File: src/rtl/leaf_stream_packetizer.sv
// Credit-flow-controlled packetizer: wraps a 32-bit user stream into BFT packets
// addressed to a fixed leaf/port, throttled by freespace credits from the receiver.
module leaf_stream_packetizer #(
    parameter int PACKET_BITS        = 49,
    parameter int PAYLOAD_BITS       = 32,
    parameter int NUM_LEAF_BITS      = 5,
    parameter int NUM_PORT_BITS      = 4,
    parameter int NUM_ADDR_BITS      = 7,
    parameter int NUM_BRAM_ADDR_BITS = 7,
    parameter int CREDIT_PORT        = 0,
    parameter int FIFO_DEPTH         = 4
) (
    input  logic                          ap_clk,
    input  logic                          ap_rst_n,
    input  logic [NUM_LEAF_BITS-1:0]      dest_leaf,
    input  logic [NUM_PORT_BITS-1:0]      dest_port,
    input  logic [PAYLOAD_BITS-1:0]       Input_1_V_TDATA,
    input  logic                          Input_1_V_TVALID,
    output logic                          Input_1_V_TREADY,
    input  logic [PACKET_BITS-1:0]        din_leaf_bft2interface,
    output logic [PACKET_BITS-1:0]        dout_leaf_interface2bft,
    output logic [NUM_BRAM_ADDR_BITS:0]   credits,
    output logic [15:0]                   pkt_count
);
    localparam int PTR_W     = $clog2(FIFO_DEPTH);
    localparam int CNT_W     = PTR_W + 1;
    localparam int CRED_W    = NUM_BRAM_ADDR_BITS + 1;
    localparam int CW1       = CRED_W + 1;
    localparam int ADDR_LO   = PAYLOAD_BITS;
    localparam int PORT_LO   = ADDR_LO + NUM_ADDR_BITS;
    localparam int LEAF_LO   = PORT_LO + NUM_PORT_BITS;
    localparam int VALID_BIT = PACKET_BITS - 1;

    localparam logic [CNT_W-1:0]         DEPTH_V    = CNT_W'(FIFO_DEPTH);
    localparam logic [CW1-1:0]           MAX_CRED   = CW1'(1) << NUM_BRAM_ADDR_BITS;
    localparam logic [NUM_PORT_BITS-1:0] CRED_PORT  = NUM_PORT_BITS'(CREDIT_PORT);

    localparam logic [0:0] S_RUN    = 1'b0;
    localparam logic [0:0] S_NOCRED = 1'b1;

    logic [PAYLOAD_BITS-1:0]  r_fifo_mem [FIFO_DEPTH];
    logic [PTR_W-1:0]         r_wr_ptr;
    logic [PTR_W-1:0]         r_rd_ptr;
    logic [CNT_W-1:0]         r_count;
    logic                     r_tready;
    logic [0:0]               r_state;
    logic [CRED_W-1:0]        r_credits;
    logic [NUM_ADDR_BITS-1:0] r_addr;
    logic [15:0]              r_pkt_count;
    logic [PACKET_BITS-1:0]   r_stage;
    logic [PACKET_BITS-1:0]   r_dout;

    logic                     w_push;
    logic                     w_pop;
    logic [PAYLOAD_BITS-1:0]  w_head;
    logic [CNT_W-1:0]         w_count_next;
    logic                     w_is_credit;
    logic [CW1-1:0]           w_ret;
    logic [CW1-1:0]           w_cred_sum;
    logic [CRED_W-1:0]        w_credits_next;
    logic [0:0]               w_state_next;
    logic                     w_unused_din;

    assign w_push       = Input_1_V_TVALID && r_tready;
    assign w_pop        = (r_state == S_RUN) && (r_count != '0) && (r_credits != '0);
    assign w_head       = r_fifo_mem[r_rd_ptr];
    assign w_count_next = r_count + CNT_W'(w_push) - CNT_W'(w_pop);

    assign w_is_credit  = din_leaf_bft2interface[VALID_BIT] &&
                          (din_leaf_bft2interface[LEAF_LO-1:PORT_LO] == CRED_PORT);
    assign w_ret        = w_is_credit ? CW1'(din_leaf_bft2interface[NUM_BRAM_ADDR_BITS:0]) : '0;
    // One extra bit of headroom so a large return cannot wrap before saturation.
    assign w_cred_sum   = CW1'(r_credits) - CW1'(w_pop) + w_ret;
    assign w_credits_next = (w_cred_sum > MAX_CRED) ? MAX_CRED[CRED_W-1:0] : w_cred_sum[CRED_W-1:0];

    assign w_unused_din = ^{din_leaf_bft2interface[VALID_BIT-1:LEAF_LO],
                            din_leaf_bft2interface[PORT_LO-1:CRED_W]};

    always_comb begin
        w_state_next = r_state;
        case (r_state)
            S_RUN:    if (w_credits_next == '0) w_state_next = S_NOCRED;
            S_NOCRED: if (w_credits_next != '0) w_state_next = S_RUN;
            default:  w_state_next = S_RUN;
        endcase
    end

    // Storage has no reset so it can map onto plain RAM; occupancy lives in r_count.
    always_ff @(posedge ap_clk) begin
        if (w_push) begin
            r_fifo_mem[r_wr_ptr] <= Input_1_V_TDATA;
        end
    end

    always_ff @(posedge ap_clk or negedge ap_rst_n) begin
        if (!ap_rst_n) begin
            r_wr_ptr    <= '0;
            r_rd_ptr    <= '0;
            r_count     <= '0;
            r_tready    <= 1'b0;
            r_state     <= S_RUN;
            r_credits   <= MAX_CRED[CRED_W-1:0];
            r_addr      <= '0;
            r_pkt_count <= '0;
            r_stage     <= '0;
            r_dout      <= '0;
        end else begin
            if (w_push) begin
                r_wr_ptr <= r_wr_ptr + PTR_W'(1);
            end
            if (w_pop) begin
                r_rd_ptr    <= r_rd_ptr + PTR_W'(1);
                r_addr      <= r_addr + NUM_ADDR_BITS'(1);
                r_pkt_count <= r_pkt_count + 16'd1;
                r_stage     <= {1'b1, dest_leaf, dest_port, r_addr, w_head};
            end else begin
                r_stage     <= '0;
            end
            r_count   <= w_count_next;
            r_tready  <= (w_count_next < DEPTH_V);
            r_credits <= w_credits_next;
            r_state   <= w_state_next;
            r_dout    <= r_stage;
        end
    end

    assign Input_1_V_TREADY        = r_tready;
    assign dout_leaf_interface2bft = r_dout;
    assign credits                 = r_credits;
    assign pkt_count               = r_pkt_count;

endmodule

File: config.mk
export PLATFORM = sky130hd
export DESIGN_NAME = leaf_stream_packetizer
export DESIGN_NICKNAME = d
export VERILOG_FILES = /design/src/rtl/leaf_stream_packetizer.sv
export SDC_FILE = /design/constraint.sdc
export NUM_CORES = 1
export LEC_CHECK = 0
export BUFFER_PORTS_ARGS = -buffer_cell sky130_fd_sc_hd__buf_2
export CAP_MARGIN = 10
export CELL_PAD_IN_SITES_DETAIL_PLACEMENT = 0
export CELL_PAD_IN_SITES_GLOBAL_PLACEMENT = 2
export CORE_AREA = 2 2 165 247
export DETAILED_ROUTE_END_ITERATION = 10
export DIE_AREA = 0 0 167 249
export PLACE_DENSITY = 0.56
export SLEW_MARGIN = 20
export SYNTH_ARGS = -nofsm -noshare
export SYNTH_HDL_FRONTEND = slang
export SYNTH_SLANG_ARGS = --single-unit
File: constraint.sdc
create_clock -name ap_clk -period 4.5 [get_ports ap_clk]
set_input_delay 0.675 -clock ap_clk [delete_from_list [all_inputs] [get_ports ap_clk]]
set_output_delay 0.675 -clock ap_clk [all_outputs]
set_load 0.01 [all_outputs]
# --- Word level (Yosys, flattened, before mapping) ---
# Memory sizes are Yosys's and may differ from the RTL's.
# Cells that the tools add are included.
word_totals:
  ff_bits: 138
  latchBits: 0
  mem_bits_rw: 128
  mem_bits_ro: 0
  out_inout_bits: 74
  word_cells: 39
  mem_count: 1
op_classes:
  n_addsub: 8
  n_mul: 0
  n_div: 0
  magnitude_cmp: 2
  n_eq_ne: 0
  shifts: 0
  n_mux: 8
  n_bitwise: 1
  reduce_logical: 9
memory_table:
  columns: ["memory", "depth", "word_bits", "read_ports", "rd_ports_with_merged_regs", "wr", "line", "text"]
  rows:
  - ["r_fifo_mem", 4, 32, 1, 0, 1, "41", "logic [PAYLOAD_BITS-1:0] r_fifo_mem [FIFO_DEPTH];"]
ops:
  columns: ["operator", "count"]
  rows:
  - ["2-to-1 mux 49 bit", 1]
  - ["adder 16 x 1 -> 16 bit, second input constant", 1]
  - ["2-to-1 mux 8 bit", 2]
  - ["nonzero test 8 bit", 2]
  - ["adder 9 x 8 -> 9 bit", 1]
  - ["greater-than comparator 9 x 8 -> 1 bit, second input constant", 1]
  - ["subtractor 8 x 1 -> 9 bit", 1]
  - ["logical NOT 8 bit", 1]
  - ["adder 7 x 1 -> 7 bit, second input constant", 1]
  - ["adder 2 x 1 -> 2 bit, second input constant", 2]
  - ["logical AND 1 bit", 4]
  - ["logical NOT 4 bit", 1]
  - ["2-to-1 mux 1 bit", 4]
  - ["adder 3 x 1 -> 3 bit", 1]
  - ["less-than comparator 3 bit, second input constant", 1]
  - ["nonzero test 3 bit", 1]
  - ["subtractor 3 x 1 -> 3 bit", 1]
  - ["one-hot mux 1 bit (2 select lines)", 1]
  - ["inverter 1 bit", 1]

# --- Depth between registers and ports, before layout ---
# Gate-level depths: netlist (run 1).
logic_depth:
  word_depth: 10
  ltp_mapped: 15
  depth_no_buf: 13

# --- Least setup slack after synthesis (run 1) ---
# No wires, ideal clock.
synth_timing:
  kind: "flip-flop to flip-flop"
  startpoint: "register r_credits[7], in the netlist credits[7]"
  endpoint: "register r_credits[0], in the netlist credits[0]"
  setup_time_ps: 122
  t_arrival_ps: 3279
  t_required_ps: 4378
  slack_ps: 1100
  path_stages_with_launch: 16
  n_path_buf: 2
  synth_period_minus_slack_ps: 3400
  cell_sequence: "dfstp_2 -> nor4_1 -> a211o_1 -> inv_2 -> buf_2 -> clkbuf_1 -> nand2_1 -> nand2_1 -> ha_1 -> inv_1 -> fa_1 -> nand2b_1 -> a21oi_1 -> nor2_1 -> o221a_4 -> a2111oi_1"
synth_between:
  elab_chain_len: 6
synth_rtl:
  columns: ["element", "line", "text"]
  rows:
  - ["from (decl)", "47", "logic [CRED_W-1:0] r_credits;"]
  - ["from (signal assigned)", "102", "r_credits <= MAX_CRED[CRED_W-1:0];"]
  - ["from (signal assigned)", "121", "r_credits <= w_credits_next;"]
  - ["nonzero test 8 bit", "65", "assign w_pop = (r_state == S_RUN) && (r_count != '0) && (r_credits != '0);"]
  - ["logical AND 1 bit", "65", null]
  - ["subtractor 8 x 1 -> 9 bit *", "73", "assign w_cred_sum = CW1'(r_credits) - CW1'(w_pop) + w_ret;"]
  - ["adder 9 x 8 -> 9 bit *", "73", null]
  - ["greater-than comparator 9 x 8 -> 1 bit", "74", "assign w_credits_next = (w_cred_sum > MAX_CRED) ? MAX_CRED[CRED_W-1:0] : w_cred_sum[CRED_W-1:0];"]
  - ["2-to-1 mux 8 bit *", "74", null]
  - ["via w_credits_next[0]", "60", "logic [CRED_W-1:0] w_credits_next;"]
# Mark *: on every way through the listed nets, which the timed path passes. The rest lies on a longest branch.
# A chain may end at the register's enable or synchronous reset.

# --- Worst setup path in the final report (run 1) ---
layout_timing:
  startpoint: "register r_credits[0], in the netlist credits[0]"
  endpoint: "register r_credits[1], in the netlist credits[1]"
# The elaborated chain is that of the path after synthesis.

==> metrics.cfg, run 1 <==
[synthesis]
synthesis.instances=542
post_synth_num_cell_types=46
synth_enable_flop_cells=128
netlist.area_leader.share_pct=39.5
async_reset_ff_share_pct=51.9
synth_xor_area_share_pct=2.87
synth_simple_gate_area_share_pct=6.76
seq_area_frac_synth_pct=75.1
synthTopCellsByArea=sky130_fd_sc_hd__edfxtp_1, sky130_fd_sc_hd__dfrtp_1, sky130_fd_sc_hd__mux4_2, sky130_fd_sc_hd__and2_1, sky130_fd_sc_hd__ha_1
postSynthNetCount=660
yosys_register_bits=266
synthesis.area_um2=9720
synth.area.mux_share_pct=7.76
synth_top_family_by_area=multiplexers
synth-adder-area-share_pct=3.37
synth-compound-area-share_pct=2.28
dominantRegCellSynth=sky130_fd_sc_hd__dfrtp_1
syn_avg_cell_area_um2=17.9
post-synth-top-area-cell=sky130_fd_sc_hd__edfxtp_1
synth_warnings=0

[clock_tree]
cts_max_level=1
clk_root_buffer_cell=sky130_fd_sc_hd__clkbuf_16
clock_tree_from_tritoncts=yes
tritoncts_num_sinks=266
ctsHoldBuffers=0
cts_repair_resize_count=0
tritoncts_buffer_count=28
clockBufferDepth=3
clk_transition_reported_paths_ns=0.06
post-cts-setup-buffers=0
worst_skew_pair.late_latency_ns=0.55

[route]
drt-pass1-iter-count=4
antenna_violating_nets_post_route=0
via_count=4876
drt_wl_total_mm=20.5
route.detailed.wl_per_inst_um=16.9
drt_first_iter_violations=116
drc=0
route.detailed.vias_per_inst=4.02

[worst_setup_path]
worst_setup_path_start_kind=flip-flop
reg2regPathDepth=12
worstPathRequired_ns=4.92
cp_max_fo=5
crit_path_top_delay_cell=sky130_fd_sc_hd__dfrtp_1
r2r_setup_slack_ns=1.07
worst_r2r_startpoint=credits[0]$_DFF_PN0_
endpoint_kind=flip-flop
worstReg2RegEnd=credits[1]$_DFF_PN0_
cp_slowest_stage_delay_ns=0.41
critPathBufInv=1
critPathTopFamily=compound AO/OA/AOI/OAI gates
worstPathCellList=nor4_1, a211o_1, nand3_1, nand2_1, ha_1, inv_1, fa_1, nand2b_1, a21oi_1, nor2_1, o221a_4, a2111oi_1
worst_path_arrival_time_ns=3.86
path_class=reg2reg

[power_and_ir_drop]
seq_power_share_pct=43.5
power_uw=8480
vdd_ir_drop_max_v=0.000259
power_switching_share_pct=30.8
intPower_uw=5870
total_switching_power_uw=2610
power-per-cell-area_nw_per_um2=711
total_leakage_power_uw=0.00486
combPwrFrac_pct=28.4
power.clock.fraction_pct=28.1

[placed_design]
port_buffers=130
dp.final_hpwl_mm=12.2
placement.setup.worst_slack_ns=0.640
gp_congestion=0.667

[floorplan]
top_level_ports=167
initial_standard_cell_utilization_of_the_core_pct=24.7
std_cell_rows=89
core_footprint_um2=39300
die_height_um=249
overall_die_width_um=167
dieArea_um2=41600

[global_routing]
antenna_found_initial=1
first_pass_grt_wire_length_mm=32.1
grt_remaining_overflow=0
grt_max_degree=90
grt_pass1_vias=5438
grtUsageTotal_pct=9.99

[layout]
syn_to_final_growth_pct=22.8
filler_cell_count=3961
final_net_count=809
drive_gt1_share_pct=32.3

[run]
drv_cap=0

[timing]
setup_tns_ns=0
skew_ns=0.00953
timing.hold.ws_ns=0.202
hold_violation_total_from_the_final_report=0
setup_repair_after_global_routing_missed_its_margin=no
min_period_ns=3.43
slew_viols_final=0
post_route_fraction_of_the_period_consumed_by_the_critical_path_pct=76.3
setup_viol=0
worst-slew-pin-transition_ns=1.04
worst_slack_ns=1.07
max_slew_margin_vs_limit_pct=30.4
max_freq_mhz=291

[hold_path]
hold_path.class=in2async

[status]
run_status=finished clean

## cell families (layout without fill, tap and decap cells)
kind of cell             after synthesis  count (layout)
flip-flops                           266             266
AND/OR/NAND/NOR                      117             117
buffers and inverters                 47             218
multiplexers                          35              35
XOR/XNOR                              31              31
adder cells (fa/ha/maj)               25              25
AO/OA/AOI/OAI                         21              21
other                                  0               1
## power by group through the flow
stage	logic, µW	clock network (µW)	registers [µW]
2_1_floorplan	1670	0	3680
3_3_place_gp	2490	0	3760
3_5_place_dp	2500	0	3770
4_1_cts	2500	2490	3720
5_1_grt	2720	2590	3800
6_report	2410	2380	3690
## through the flow
step / util [%] / instances / instance area [µm²]
2_1_floorplan: - / 542 / 9720
3_3_place_gp: 27.9 / 1161 / 11000
3_5_place_dp: 27.9 / 1161 / 11000
4_1_cts: 30.4 / 1213 / 11900
5_1_grt: 30.4 / 1213 / 11900
6_report: 30.4 / 1214 / 11900
## layout by cell type, fill, tap and decap left out, types with 4 or more instances in the layout
master                      netlist  final
sky130_fd_sc_hd__dfrtp_1        137    135
sky130_fd_sc_hd__xnor2_1         27     27
sky130_fd_sc_hd__edfxtp_1       128    128
sky130_fd_sc_hd__clkbuf_8         0      4
sky130_fd_sc_hd__inv_1           31     31
sky130_fd_sc_hd__ha_1            23     23
sky130_fd_sc_hd__and3_1          12      8
sky130_fd_sc_hd__clkbuf_1        10     10
sky130_fd_sc_hd__nand3_1         10     10
sky130_fd_sc_hd__buf_4            0      4
sky130_fd_sc_hd__mux4_2          32     32
sky130_fd_sc_hd__and2_1          49     49
sky130_fd_sc_hd__clkbuf_16        0     31
sky130_fd_sc_hd__nand2_1         21     21
sky130_fd_sc_hd__clkinv_2         0      4
sky130_fd_sc_hd__nor2_1           5      5
sky130_fd_sc_hd__and3_2           0      4
sky130_fd_sc_hd__buf_2            5    129
sky130_fd_sc_hd__nor3_1           7      7
## registers in the layout (all words and copies together), names as in the netlist
register and count:
r_state 1, pkt_count 16, r_addr 7, r_wr_ptr 2, dout_leaf_interface2bft 49, r_rd_ptr 2, r_stage 49, r_fifo_mem 128
credits 8, r_count 3, Input_1_V_TREADY 1
## how the worst max path moves through the flow
stage | startpoint | endpoint | slack [ns] | cells after the start
floorplan | credits[7]$_DFF_PN1_ | credits[0]$_DFF_PN0_ | 1.10 | 15
global route | credits[0]$_DFF_PN0_ | credits[0]$_DFF_PN0_ | 0.71 | 12
detailed placement | din_leaf_bft2interface[40] | credits[1]$_DFF_PN0_ | 0.64 | 12
finish | credits[0]$_DFF_PN0_ | credits[1]$_DFF_PN0_ | 1.07 | 12
global placement | din_leaf_bft2interface[40] | credits[1]$_DFF_PN0_ | 0.61 | 12
CTS | credits[0]$_DFF_PN0_ | credits[1]$_DFF_PN0_ | 0.92 | 12
## Yosys cell counts, types with 3 or more instances
library cell	count
sky130_fd_sc_hd__dfrtp_1	137
sky130_fd_sc_hd__edfxtp_1	128
sky130_fd_sc_hd__and2_1	49
sky130_fd_sc_hd__mux4_2	32
sky130_fd_sc_hd__inv_1	31
sky130_fd_sc_hd__xnor2_1	27
sky130_fd_sc_hd__ha_1	23
sky130_fd_sc_hd__nand2_1	21
sky130_fd_sc_hd__and3_1	12
sky130_fd_sc_hd__clkbuf_1	10
sky130_fd_sc_hd__nand3_1	10
sky130_fd_sc_hd__nor3_1	7
sky130_fd_sc_hd__buf_2	5
sky130_fd_sc_hd__nor2_1	5
sky130_fd_sc_hd__a21oi_1	3
sky130_fd_sc_hd__mux2_2	3
sky130_fd_sc_hd__nand4_1	3
sky130_fd_sc_hd__nor4_1	3
sky130_fd_sc_hd__xor2_1	3
## layout make-up
class	count	area [µm²]	area share, %
diodes	1	2.50	0.0210
clock buffers	45	868	7.27
clock inverters	7	87.6	0.734
inverters	32	120	1.01
multi-input cells	229	2240	18.8
flip-flops and latches	266	7300	61.2
well taps	500	626	5.24
repair buffers	134	687	5.75
## layer usage
| metal | up-vias | track usage, % | wire (µm) |
|---|---|---|---|
| met5 | - | 0 | 0 |
| met4 | 0 | 3.28 | 449 |
| met3 | 34 | 2.54 | 1260 |
| met2 | 115 | 17.3 | 10300 |
| met1 | 2481 | 12.1 | 8480 |
| li1 | 2246 | - | - |
Power figures use the tool's default switching activity.
==> run 2, diff against run 1 <==
==> constraint.sdc (replaced) <==
create_clock -name ap_clk -period 3.45 [get_ports ap_clk]
set_input_delay 0.5175 -clock ap_clk [delete_from_list [all_inputs] [get_ports ap_clk]]
set_output_delay 0.5175 -clock ap_clk [all_outputs]
set_load 0.01 [all_outputs]
==> run 2 against run 1 <==
Net effect:
- non-clock buffer count up 32
- power up 35%
- critical path depth up 2
- wire length up 1.7%
- largest power group unchanged
- utilization up 0.68 points
- via count up 2.2%
- combinational power up 49%
- register-to-register slack worse by 0.83 ns
- global-route usage up 0.078 points
- first-iteration DRC count up 42%
==> metrics.cfg, run 2 (synthesis gave the netlist of run 1 again) <==
[worst_setup_path]
cp_max_fo=5
worstPathRequired_ns=3.86
endpoint_kind=flip-flop
worst_path_arrival_time_ns=3.63
worst_setup_path_start_kind=flip-flop
path_class=reg2reg

[floorplan]
core_footprint_um2=39300
top_level_ports=167
overall_die_width_um=167
die_height_um=249
dieArea_um2=41600
std_cell_rows=89
initial_standard_cell_utilization_of_the_core_pct=24.7

[route]
drt-pass1-iter-count=4
drt_wl_total_mm=20.8
drc=0
met2WireLength_mm=10.9
route.detailed.wl_per_inst_um=16.7
antenna_violating_nets_post_route=0
met3_wirelength_mm=1.12
highest_layer=met5
via_count=4981
route.layer.met1.wl_mm=8.30
drt_first_iter_violations=165
route.detailed.vias_per_inst=4.00

[global_routing]
first_pass_grt_wire_length_mm=32.1
antenna_found_initial=2
grt_max_degree=74
grt_pass1_vias=5452
grtUsageTotal_pct=10.1
grt_remaining_overflow=0

[clock_tree]
tritoncts_num_sinks=266
cts_max_level=1
tritoncts_buffer_count=28
clock_tree_from_tritoncts=yes
worst_skew_pair.late_latency_ns=0.56
clk_root_buffer_cell=sky130_fd_sc_hd__clkbuf_16
clockBufferDepth=3
clk_transition_reported_paths_ns=0.07
post-cts-setup-buffers=0

[layout]
regMostFlops=r_fifo_mem
most-common-layout-cells=sky130_fd_sc_hd__dfrtp_1, sky130_fd_sc_hd__buf_2, sky130_fd_sc_hd__edfxtp_1, sky130_fd_sc_hd__and2_1, sky130_fd_sc_hd__buf_4
drive_gt1_share_pct=35.6
most_common_cell_after_layout_fill_and_taps_aside=sky130_fd_sc_hd__dfrtp_1
fin_util_pct=31.1
seq_area_um2=7300
final_net_count=841
syn_to_final_growth_pct=25.6
multiInputGateArea_um2=2260
filler_cell_count=3945
flip_flop_count_of_the_largest_register_all_copies_and_words_added=128

[timing]
worst-slew-pin-transition_ns=0.945
setup_viol=0
post_route_fraction_of_the_period_consumed_by_the_critical_path_pct=93.2
slew_viols_final=0
hold_violation_total_from_the_final_report=0
skew_ns=0.0217
worst_slack_ns=0.233
timing.hold.ws_ns=0.174
max_freq_mhz=311
min_period_ns=3.22
max_slew_margin_vs_limit_pct=37.0
setup_repair_after_global_routing_missed_its_margin=no

[placed_design]
port_buffers=130
placement.setup.worst_slack_ns=-0.0523
dp.final_hpwl_mm=13.4
gp_congestion=0.669

[hold_path]
hold_path.class=in2reg

[status]
run_status=finished clean

[run]
drv_cap=0

[power_and_ir_drop]
vdd_ir_drop_max_v=0.000396
power-per-cell-area_nw_per_um2=941
power_uw=11500
total_leakage_power_uw=0.00502

[run 2: cell count changes in the layout (fill, tap and decap cells not counted), sizes merged]
cell / delta
clkbuf: -4
bufinv: +1
inv: +1
clkinv: +1
buf: +31
clkinvlp: +1
dlygate4sd3: +1
[run 2: repair_timing]
item                       in CTS  in global routing
hold buffers                    1                  0
gates resized for setup         0                  3
setup endpoints to repair       0                  3
hold endpoints to repair        8                  0
[run 2: area by class of cell]
class | count | share of cell area (%)
multi-input combinational | 229 | 18.5
inverter | 32 | 0.984
clock buffer | 41 | 6.72
clock inverter | 11 | 1.12
tap | 500 | 5.13
antenna | 1 | 0.0205
sequential | 266 | 59.8
timing repair buffer | 166 | 7.72
[run 2: final timing paths]
| path | start | end | slack (ns) | cells after the start |
|---|---|---|---|---|
| max | credits[7]$_DFF_PN1_ | credits[1]$_DFF_PN0_ | 0.23 | 14 |
| min | dest_port[2] | r_stage[41]$_DFF_PN0_ | 0.17 | 2 |
| min reg2reg | r_stage[12]$_DFF_PN0_ | dout_leaf_interface2bft[12]$_DFF_PN0_ | 0.34 | 0 |
| min in group asynchronous | ap_rst_n | dout_leaf_interface2bft[36]$_DFF_PN0_ | 0.54 | 2 |
| max reg2reg | credits[7]$_DFF_PN1_ | credits[1]$_DFF_PN0_ | 0.23 | 14 |
| max in group asynchronous | ap_rst_n | r_stage[16]$_DFF_PN0_ | 2.09 | 3 |
[run 2: per-layer routing]
| metal | global-route usage [%] | vias up |
|---|---|---|
| met1 | 11.8 | 2518 |
| met4 | 3.28 | 2 |
| met2 | 18.1 | 114 |
| met3 | 2.37 | 33 |
| met5 | 0 | - |
| li1 | - | 2314 |
[run 2: worst max-delay path, stage by stage, from the launching register on]
cell and delay [ns]:
sky130_fd_sc_hd__dfstp_2 0.54, sky130_fd_sc_hd__nor4_1 0.05, sky130_fd_sc_hd__a211o_2 0.36, sky130_fd_sc_hd__inv_2 0.14
sky130_fd_sc_hd__nand2_1 0.11, sky130_fd_sc_hd__nand2_1 0.07, sky130_fd_sc_hd__ha_1 0.17, sky130_fd_sc_hd__inv_1 0.06
sky130_fd_sc_hd__fa_1 0.37, sky130_fd_sc_hd__nand2b_1 0.18, sky130_fd_sc_hd__a21oi_1 0.22, sky130_fd_sc_hd__buf_4 0.16
sky130_fd_sc_hd__o22ai_2 0.07, sky130_fd_sc_hd__xnor2_2 0.20, sky130_fd_sc_hd__a2111oi_1 0.36
[run 2: report_power, final]
part           total (µW)  internal [µW]  switching (µW)
clock                3100           1870            1230
combinational        3590           1810            1780
sequential           4790           4290             498
[run 2: metrics by stage]
stage	TNS [ns]	cell area, µm²	cells
global route	0	12200	1245
CTS	0	12200	1245
global placement	-0.00359	11200	1192
finish	0	12200	1246
floorplan	0	9720	542
detailed placement	-0.0795	11200	1192
